File: config.mk
export PLATFORM = sky130hd
export DESIGN_NAME = vga_sync
export DESIGN_NICKNAME = d
export VERILOG_FILES = /design/src/rtl/vga_timing_pkg.sv /design/src/rtl/wrap_counter.sv /design/src/rtl/vga_sync.sv
export SDC_FILE = /design/constraint.sdc
export NUM_CORES = 1
export LEC_CHECK = 0
export ABC_CLOCK_PERIOD_IN_PS = 2550
export BUFFER_PORTS_ARGS = -buffer_cell sky130_fd_sc_hd__buf_2
export CORE_MARGIN = 2
export CORE_UTILIZATION = 30
export DETAILED_ROUTE_END_ITERATION = 7
export GPL_TIMING_DRIVEN = 0
export PLACE_DENSITY = 0.6
export SYNTH_ARGS = -nofsm -noshare
export SYNTH_HDL_FRONTEND = slang
export SYNTH_SLANG_ARGS = --single-unit
File: constraint.sdc
create_clock -name clk_in -period 2.55 [get_ports clk_in]
set_input_delay 0.51 -clock clk_in [delete_from_list [all_inputs] [get_ports clk_in]]
set_output_delay 0.51 -clock clk_in [all_outputs]
set_load 0.02 [all_outputs]
File: src/rtl/vga_timing_pkg.sv
// Shared VGA timing constants and position type for the sync generator.
// Defaults describe 640x480 at 60 Hz with a 25.175 MHz-class pixel clock.
package vga_timing_pkg;

    localparam int POS_W = 10;

    localparam int H_DISPLAY_DEF = 640;
    localparam int H_FRONT_DEF   = 16;
    localparam int H_SYNC_DEF    = 96;
    localparam int H_BACK_DEF    = 48;
    localparam int V_DISPLAY_DEF = 480;
    localparam int V_FRONT_DEF   = 10;
    localparam int V_SYNC_DEF    = 2;
    localparam int V_BACK_DEF    = 33;

    localparam int H_TOTAL = H_DISPLAY_DEF + H_FRONT_DEF + H_SYNC_DEF + H_BACK_DEF;
    localparam int V_TOTAL = V_DISPLAY_DEF + V_FRONT_DEF + V_SYNC_DEF + V_BACK_DEF;

    typedef logic [POS_W-1:0] pos_t;

    // Inclusive window test used for the active-low sync pulses.
    function automatic logic in_window(input pos_t p, input pos_t lo, input pos_t hi);
        return (p >= lo) && (p <= hi);
    endfunction

endpackage

File: src/rtl/wrap_counter.sv
// Modulo-N up counter with enable, synchronous clear and a wrap strobe that is
// high on the enabled cycle in which the count returns to zero.
module wrap_counter #(
    parameter int MODULUS = 800,
    parameter int WIDTH   = 10
) (
    input  logic             clk,
    input  logic             srst,
    input  logic             en,
    output logic [WIDTH-1:0] count,
    output logic             wrap
);

    logic [WIDTH-1:0] count_reg;
    logic             at_max;

    assign at_max = (count_reg == WIDTH'(MODULUS - 1));

    always_ff @(posedge clk) begin
        if (srst) begin
            count_reg <= '0;
        end else if (en) begin
            count_reg <= at_max ? '0 : count_reg + 1'b1;
        end
    end

    assign count = count_reg;
    assign wrap  = en && at_max;

endmodule

File: src/rtl/vga_sync.sv
// VGA raster timing: horizontal/vertical position counters with sync, blanking
// and line/frame markers decoded combinationally from the current position.
module vga_sync
    import vga_timing_pkg::*;
#(
    parameter int H_DISPLAY = H_DISPLAY_DEF,
    parameter int H_FRONT   = H_FRONT_DEF,
    parameter int H_SYNC    = H_SYNC_DEF,
    parameter int H_BACK    = H_BACK_DEF,
    parameter int V_DISPLAY = V_DISPLAY_DEF,
    parameter int V_FRONT   = V_FRONT_DEF,
    parameter int V_SYNC    = V_SYNC_DEF,
    parameter int V_BACK    = V_BACK_DEF
) (
    input  logic             clk_in,
    input  logic             rst,
    input  logic             ce,
    output logic [POS_W-1:0] hpos,
    output logic [POS_W-1:0] vpos,
    output logic             hsync,
    output logic             vsync,
    output logic             display_on,
    output logic             line_start,
    output logic             frame_start
);

    localparam int H_PERIOD = H_DISPLAY + H_FRONT + H_SYNC + H_BACK;
    localparam int V_PERIOD = V_DISPLAY + V_FRONT + V_SYNC + V_BACK;

    localparam pos_t H_SYNC_START = pos_t'(H_DISPLAY + H_FRONT);
    localparam pos_t H_SYNC_END   = pos_t'(H_DISPLAY + H_FRONT + H_SYNC - 1);
    localparam pos_t V_SYNC_START = pos_t'(V_DISPLAY + V_FRONT);
    localparam pos_t V_SYNC_END   = pos_t'(V_DISPLAY + V_FRONT + V_SYNC - 1);
    localparam pos_t H_VISIBLE    = pos_t'(H_DISPLAY);
    localparam pos_t V_VISIBLE    = pos_t'(V_DISPLAY);

    logic h_wrap;
    logic v_wrap_unused;

    wrap_counter #(
        .MODULUS (H_PERIOD),
        .WIDTH   (POS_W)
    ) u_h_counter (
        .clk   (clk_in),
        .srst  (rst),
        .en    (ce),
        .count (hpos),
        .wrap  (h_wrap)
    );

    // The line counter only advances on the pixel edge that ends a line.
    wrap_counter #(
        .MODULUS (V_PERIOD),
        .WIDTH   (POS_W)
    ) u_v_counter (
        .clk   (clk_in),
        .srst  (rst),
        .en    (h_wrap),
        .count (vpos),
        .wrap  (v_wrap_unused)
    );

    assign hsync       = ~in_window(hpos, H_SYNC_START, H_SYNC_END);
    assign vsync       = ~in_window(vpos, V_SYNC_START, V_SYNC_END);
    assign display_on  = (hpos < H_VISIBLE) && (vpos < V_VISIBLE);
    assign line_start  = (hpos == '0);
    assign frame_start = (hpos == '0) && (vpos == '0);

endmodule

# After elaboration in Yosys (flattened, before gate mapping)
# Cells that the tools add are included.
[op_classes]
n_eq_ne = 2
bitwise_logic = 2
order_cmp = 6
mux = 2
add_sub_neg = 2
n_reduce_logical = 7
[ops]
columns = ["cell", "n"]
rows = [
  ["$add A10 B1 Y10 const B", 2],
  ["$eq A10 B10 Y1 const B", 2],
  ["$logic_not A10 Y1", 2],
  ["$mux W10", 2],
  ["$ge A10 B10 Y1 const B", 1],
  ["$ge A10 B9 Y1 const B", 1],
  ["$le A10 B10 Y1 const B", 1],
  ["$le A10 B9 Y1 const B", 1],
  ["$lt A10 B10 Y1 const B", 1],
  ["$lt A10 B9 Y1 const B", 1],
  ["$logic_and A1 B1 Y1", 5],
  ["$not A1 Y1", 2],
]
[totals]
output_inout_bits = 25
ff_bits = 20
elab_cells = 23

# Depth between registers and ports, before layout
[logic_depth]
word_depth = 3
depth_mapped = 8
depth_no_buf = 6

# Modules after synthesis
# A second synthesis with hierarchy kept.
[unflattened]
hier_cells = 124
area_unflattened_um2 = 1084.8
[by_module_without_submodules]
columns = ["module", "instances", "seq_area_each_um2", "area_per_inst_um2", "cells_each"]
rows = [
  ["wrap_counter at u_v_counter", 1, 200.2, 501.7, 54],
  ["wrap_counter at u_h_counter", 1, 200.2, 486.7, 54],
  ["vga_sync", 1, 0.0, 96.3, 16],
]

# Worst setup path before layout
# OpenSTA, ideal clock, no wires.
[synth_timing]
kind = "flip-flop to flip-flop"
start = "register u_h_counter.count_reg[0] (netlist: u_h_counter.count[0])"
end = "register u_v_counter.count_reg[6] (netlist: u_v_counter.count[6])"
arrival_time_ns = 1.890
stages_incl_launch_ff = 8
setup_slack_ns = 0.590
n_path_buf = 2
required_time_ns = 2.480
path_cell_list = "dfxtp_1 > ha_1 > and4_1 > buf_4 > nand4_1 > buf_2 > or4b_1 > a21oi_1"
[synth_between]
elab_chain_len = 2
[synth_lines]
columns = ["item", "line_no", "text"]
rows = [
  ["start: declaration", "wrap_counter.sv:14", "logic [WIDTH-1:0] count_reg;"],
  ["start signal: assignment", "wrap_counter.sv:23", "count_reg <= at_max ? '0 : count_reg + 1'b1;"],
  ["$eq A10 B10 Y1", "wrap_counter.sv:17", "assign at_max = (count_reg == WIDTH'(MODULUS - 1));"],
  ["$logic_and A1 B1 Y1", "wrap_counter.sv:28", "assign wrap = en && at_max;"],
  ["end signal: assignment", "wrap_counter.sv:23", ""],
  ["end: declaration", "wrap_counter.sv:14", ""],
]
# Every way passes these cells.
# A chain may end at the register's enable or synchronous reset.

# Worst setup path after layout
[layout_timing]
start = "register u_h_counter.count_reg[7] (netlist: u_h_counter.count[7])"
end = "output frame_start"
[layout_between]
elab_chain_len = 2
[layout_lines]
columns = ["item", "line_no", "text"]
rows = [
  ["$logic_not A10 Y1", "vga_sync.sv:67", "assign frame_start = (hpos == '0) && (vpos == '0);"],
  ["$logic_and A1 B1 Y1", "vga_sync.sv:67", ""],
  ["end: declaration", "vga_sync.sv:24", "output logic frame_start"],
]
# Every way passes these cells.

==> run metrics <==
met2 Resource Use GR between 20% and 30%; Pwr Total 0.629 mW; status complete, no violations; CP Max Fanout 7; area share of the largest cell type after synthesis 36.5%; Power Density 471 nW/um^2; worst r2r dst u_v_counter.count[8]; Slew HR a little over three fifths; clk slew on worst S/H paths 0.12 ns; Synth Flop Type dfxtp_1; Worst Path Buf+Inv 2; final net count roughly 170; DP Area between 1000 and 1500 um^2; worst skew pair latency a little over 0.3 ns; grt ovf 0; cell taking the most area after synthesis dfxtp_1; Leakage 0.524 nW; Initial Utilization between 30% and 40%; final hold slack approximately 0.44 ns; # diodes 0; Final GP Congestion 0.860; syn nets between 100 and 150; Post-Syn Instances between 100 and 150; hold depth 2; CTS buffer count 3; Port Buf Inserts 26; CTS resizes 0; first-pass GRT wire length between 4 and 5 mm; main area contributors after synthesis dfxtp_1 36%, ha_1 5.7%, nor2_1 4.8%, a21oi_1 4.6%, and4_1 4.0%; Fin. Hold Viols 0; H-tree Lvls 1; final instance area around 1300 um^2; CP dominant cell by count and4_1; Die W 64.5 um; Slew @ Worst Pin 0.557 ns; Storage cell area about 400 um^2; Post-Layout Cell Count 209; Setup CP Type reg -> out; number of global-route vias before repair just under 1000; drt pass-1 iters 6; asr flop ratio synth 0%; multi-input combinational cell area 631 um^2; Post-Syn Area approximately 1100 um^2; min-delay src rst; FMAX ~450 MHz; routed wire length approximately 2.6 mm; YS warnings 0; clock skew a little over 0.009 ns; antenna violations before repair 0; Global Route met3 Usage around 3.5%; dpl cells between 200 and 250; RSZ-0062 raised after global routing false; count leader, synth dfxtp_1; Top delay family on crit path simple AND/OR/NAND/NOR gates; met1 Usage GRT between 10% and 20%; Worst Setup SP u_h_counter.count[7]; CTS Buffer Depth 2; crit-path max cell delay about 0.33 ns; Layout area overhead 21.9%; die height approximately 64 um; maximum VDD drop approximately 0.00026 V; DR vias/cell slightly above 5; hold_buf cts 0; CP startpoint kind register; CP max-delay cell dfxtp_1; routed length per instance about 12 um; max-slew violation count 0; Final Setup Violations 0; root buffer cell clkbuf_4; Seq/Total Area, Yosys between 30 and 40%; max-cap violations 0; GRT Overall Usage roughly 13%; largest net degree at the start of global routing 13; FP Rows 21; FF-to-FF path depth 8; final worst-path cycle share ~87%; DRC Markers 0; R2R setup slack 0.57 ns; gr busiest metal met2; CTS tree done; Worst Path Required between 2 and 2.5 ns; sum of negative setup slack 0 ns; CP Cell Sequence clkbuf_1, nor4_1, and4_1, and4_1, buf_2; synth cell count leaders 20 x dfxtp_1, 14 x nor2_1, 10 x a21oi_1; mean post-synth cell area ~8.3 um^2; worst hold endpoint u_v_counter.count[0]; Post-synth EDFFs 0; Netlist cell types 32; area of the die around 4200 um^2; Hold WC Path Type in -> reg; clock sink total 20; via count approximately 1100; Starting DRT DRC Count 58; Setup Fix Bufs, Post-CTS 0; CP Capture Type primary output; fill count ~390; Detail Route Antenna Nets 0; post-detail-place hpwl just under 2 mm; CORE AREA about 3400 um^2; Arr. time, crit path 1.71 ns; I/O Pins 28; FF+latch count, synth 20; Reg2Reg Launch Point u_h_counter.count[0]; share of cells above drive strength 1 between 20% and 30%; minimum clock period around 2.2 ns
[cell type report]
type                            instances  share of cell area, %
Clock inverter                          1                   2.25
Buffer                                  8                   3.55
Multi-Input combinational cell        100                   47.1
Timing Repair Buffer                   26                   9.73
Clock buffer                            3                   1.68
Inverter                                5                   1.40
Tap cell                               46                   4.30
Sequential cell                        20                   29.9
[metal layers]
| metal | up-vias | wire length, um |
|---|---|---|
| li1 | 537 | - |
| met1 | 493 | 1220 |
| met2 | 35 | 1200 |
| met3 | 0 | 170 |
| met4 | 0 | 0 |
| met5 | - | 0 |
[worst reg2reg max path, delay by kind of cell, from the launching register on]
kind	cells	cell delay, ns
buffers and inverters	3	0.55
DFF	1	0.44
AOI/OAI and AO/OA	2	0.39
and+or+nand+nor	2	0.29
adders and majority gates	1	0.20
[per-stage QoR]
step / util, % / worst slack [ns]
3_3_place_gp: 37.6 / 0.603
2_1_floorplan: - / 0.590
5_1_grt: 39.2 / 0.165
4_1_cts: 39.2 / 0.281
3_5_place_dp: 37.6 / 0.545
6_report: 39.2 / 0.326
[where the power goes]
part / switching, mW / internal [mW]
Clock: 0.103 / 0.159
Combinational: 0.0295 / 0.0169
Sequential: 0.00504 / 0.316
Total: 0.138 / 0.492
[how the worst max path moves through the flow]
| stage | end | slack [ns] | cells past startpoint |
|---|---|---|---|
| 2_1_floorplan | u_v_counter.count[6] | 0.59 | 7 |
| 3_3_place_gp | u_v_counter.count[6] | 0.60 | 7 |
| 3_5_place_dp | u_v_counter.count[8] | 0.55 | 8 |
| 4_1_cts | frame_start | 0.28 | 5 |
| 5_1_grt | frame_start | 0.16 | 5 |
| 6_report | frame_start | 0.33 | 5 |
[layout by cell type (no fill, tap or decap), types with 2 or more instances in the layout]
cell type   n
or3_1       6
buf_2      28
buf_4       2
xor2_1      4
nor2_1     14
nor3_1      4
nand2_1     8
clkbuf_4    3
dfxtp_1    20
ha_1        5
inv_1       5
and4_1      5
nor4b_1     2
o21ai_0     8
xnor2_1     5
nand4_1     6
nand3_1     8
clkbuf_1    3
a21oi_1    10
and3_1      3
[logic make-up after synthesis]
logic type                 count (synthesis)  share of synthesized area (%)
adders and majority gates                  5                           5.70
AOI/OAI and AO/OA                         22                           10.9
DFF                                       20                           36.5
muxes                                      1                          0.912
xor gates and xnor gates                   9                           7.18
buffers and inverters                     13                           6.04
and+or+nand+nor                           63                           32.7
No activity file was read; power rests on OpenSTA's default activity.
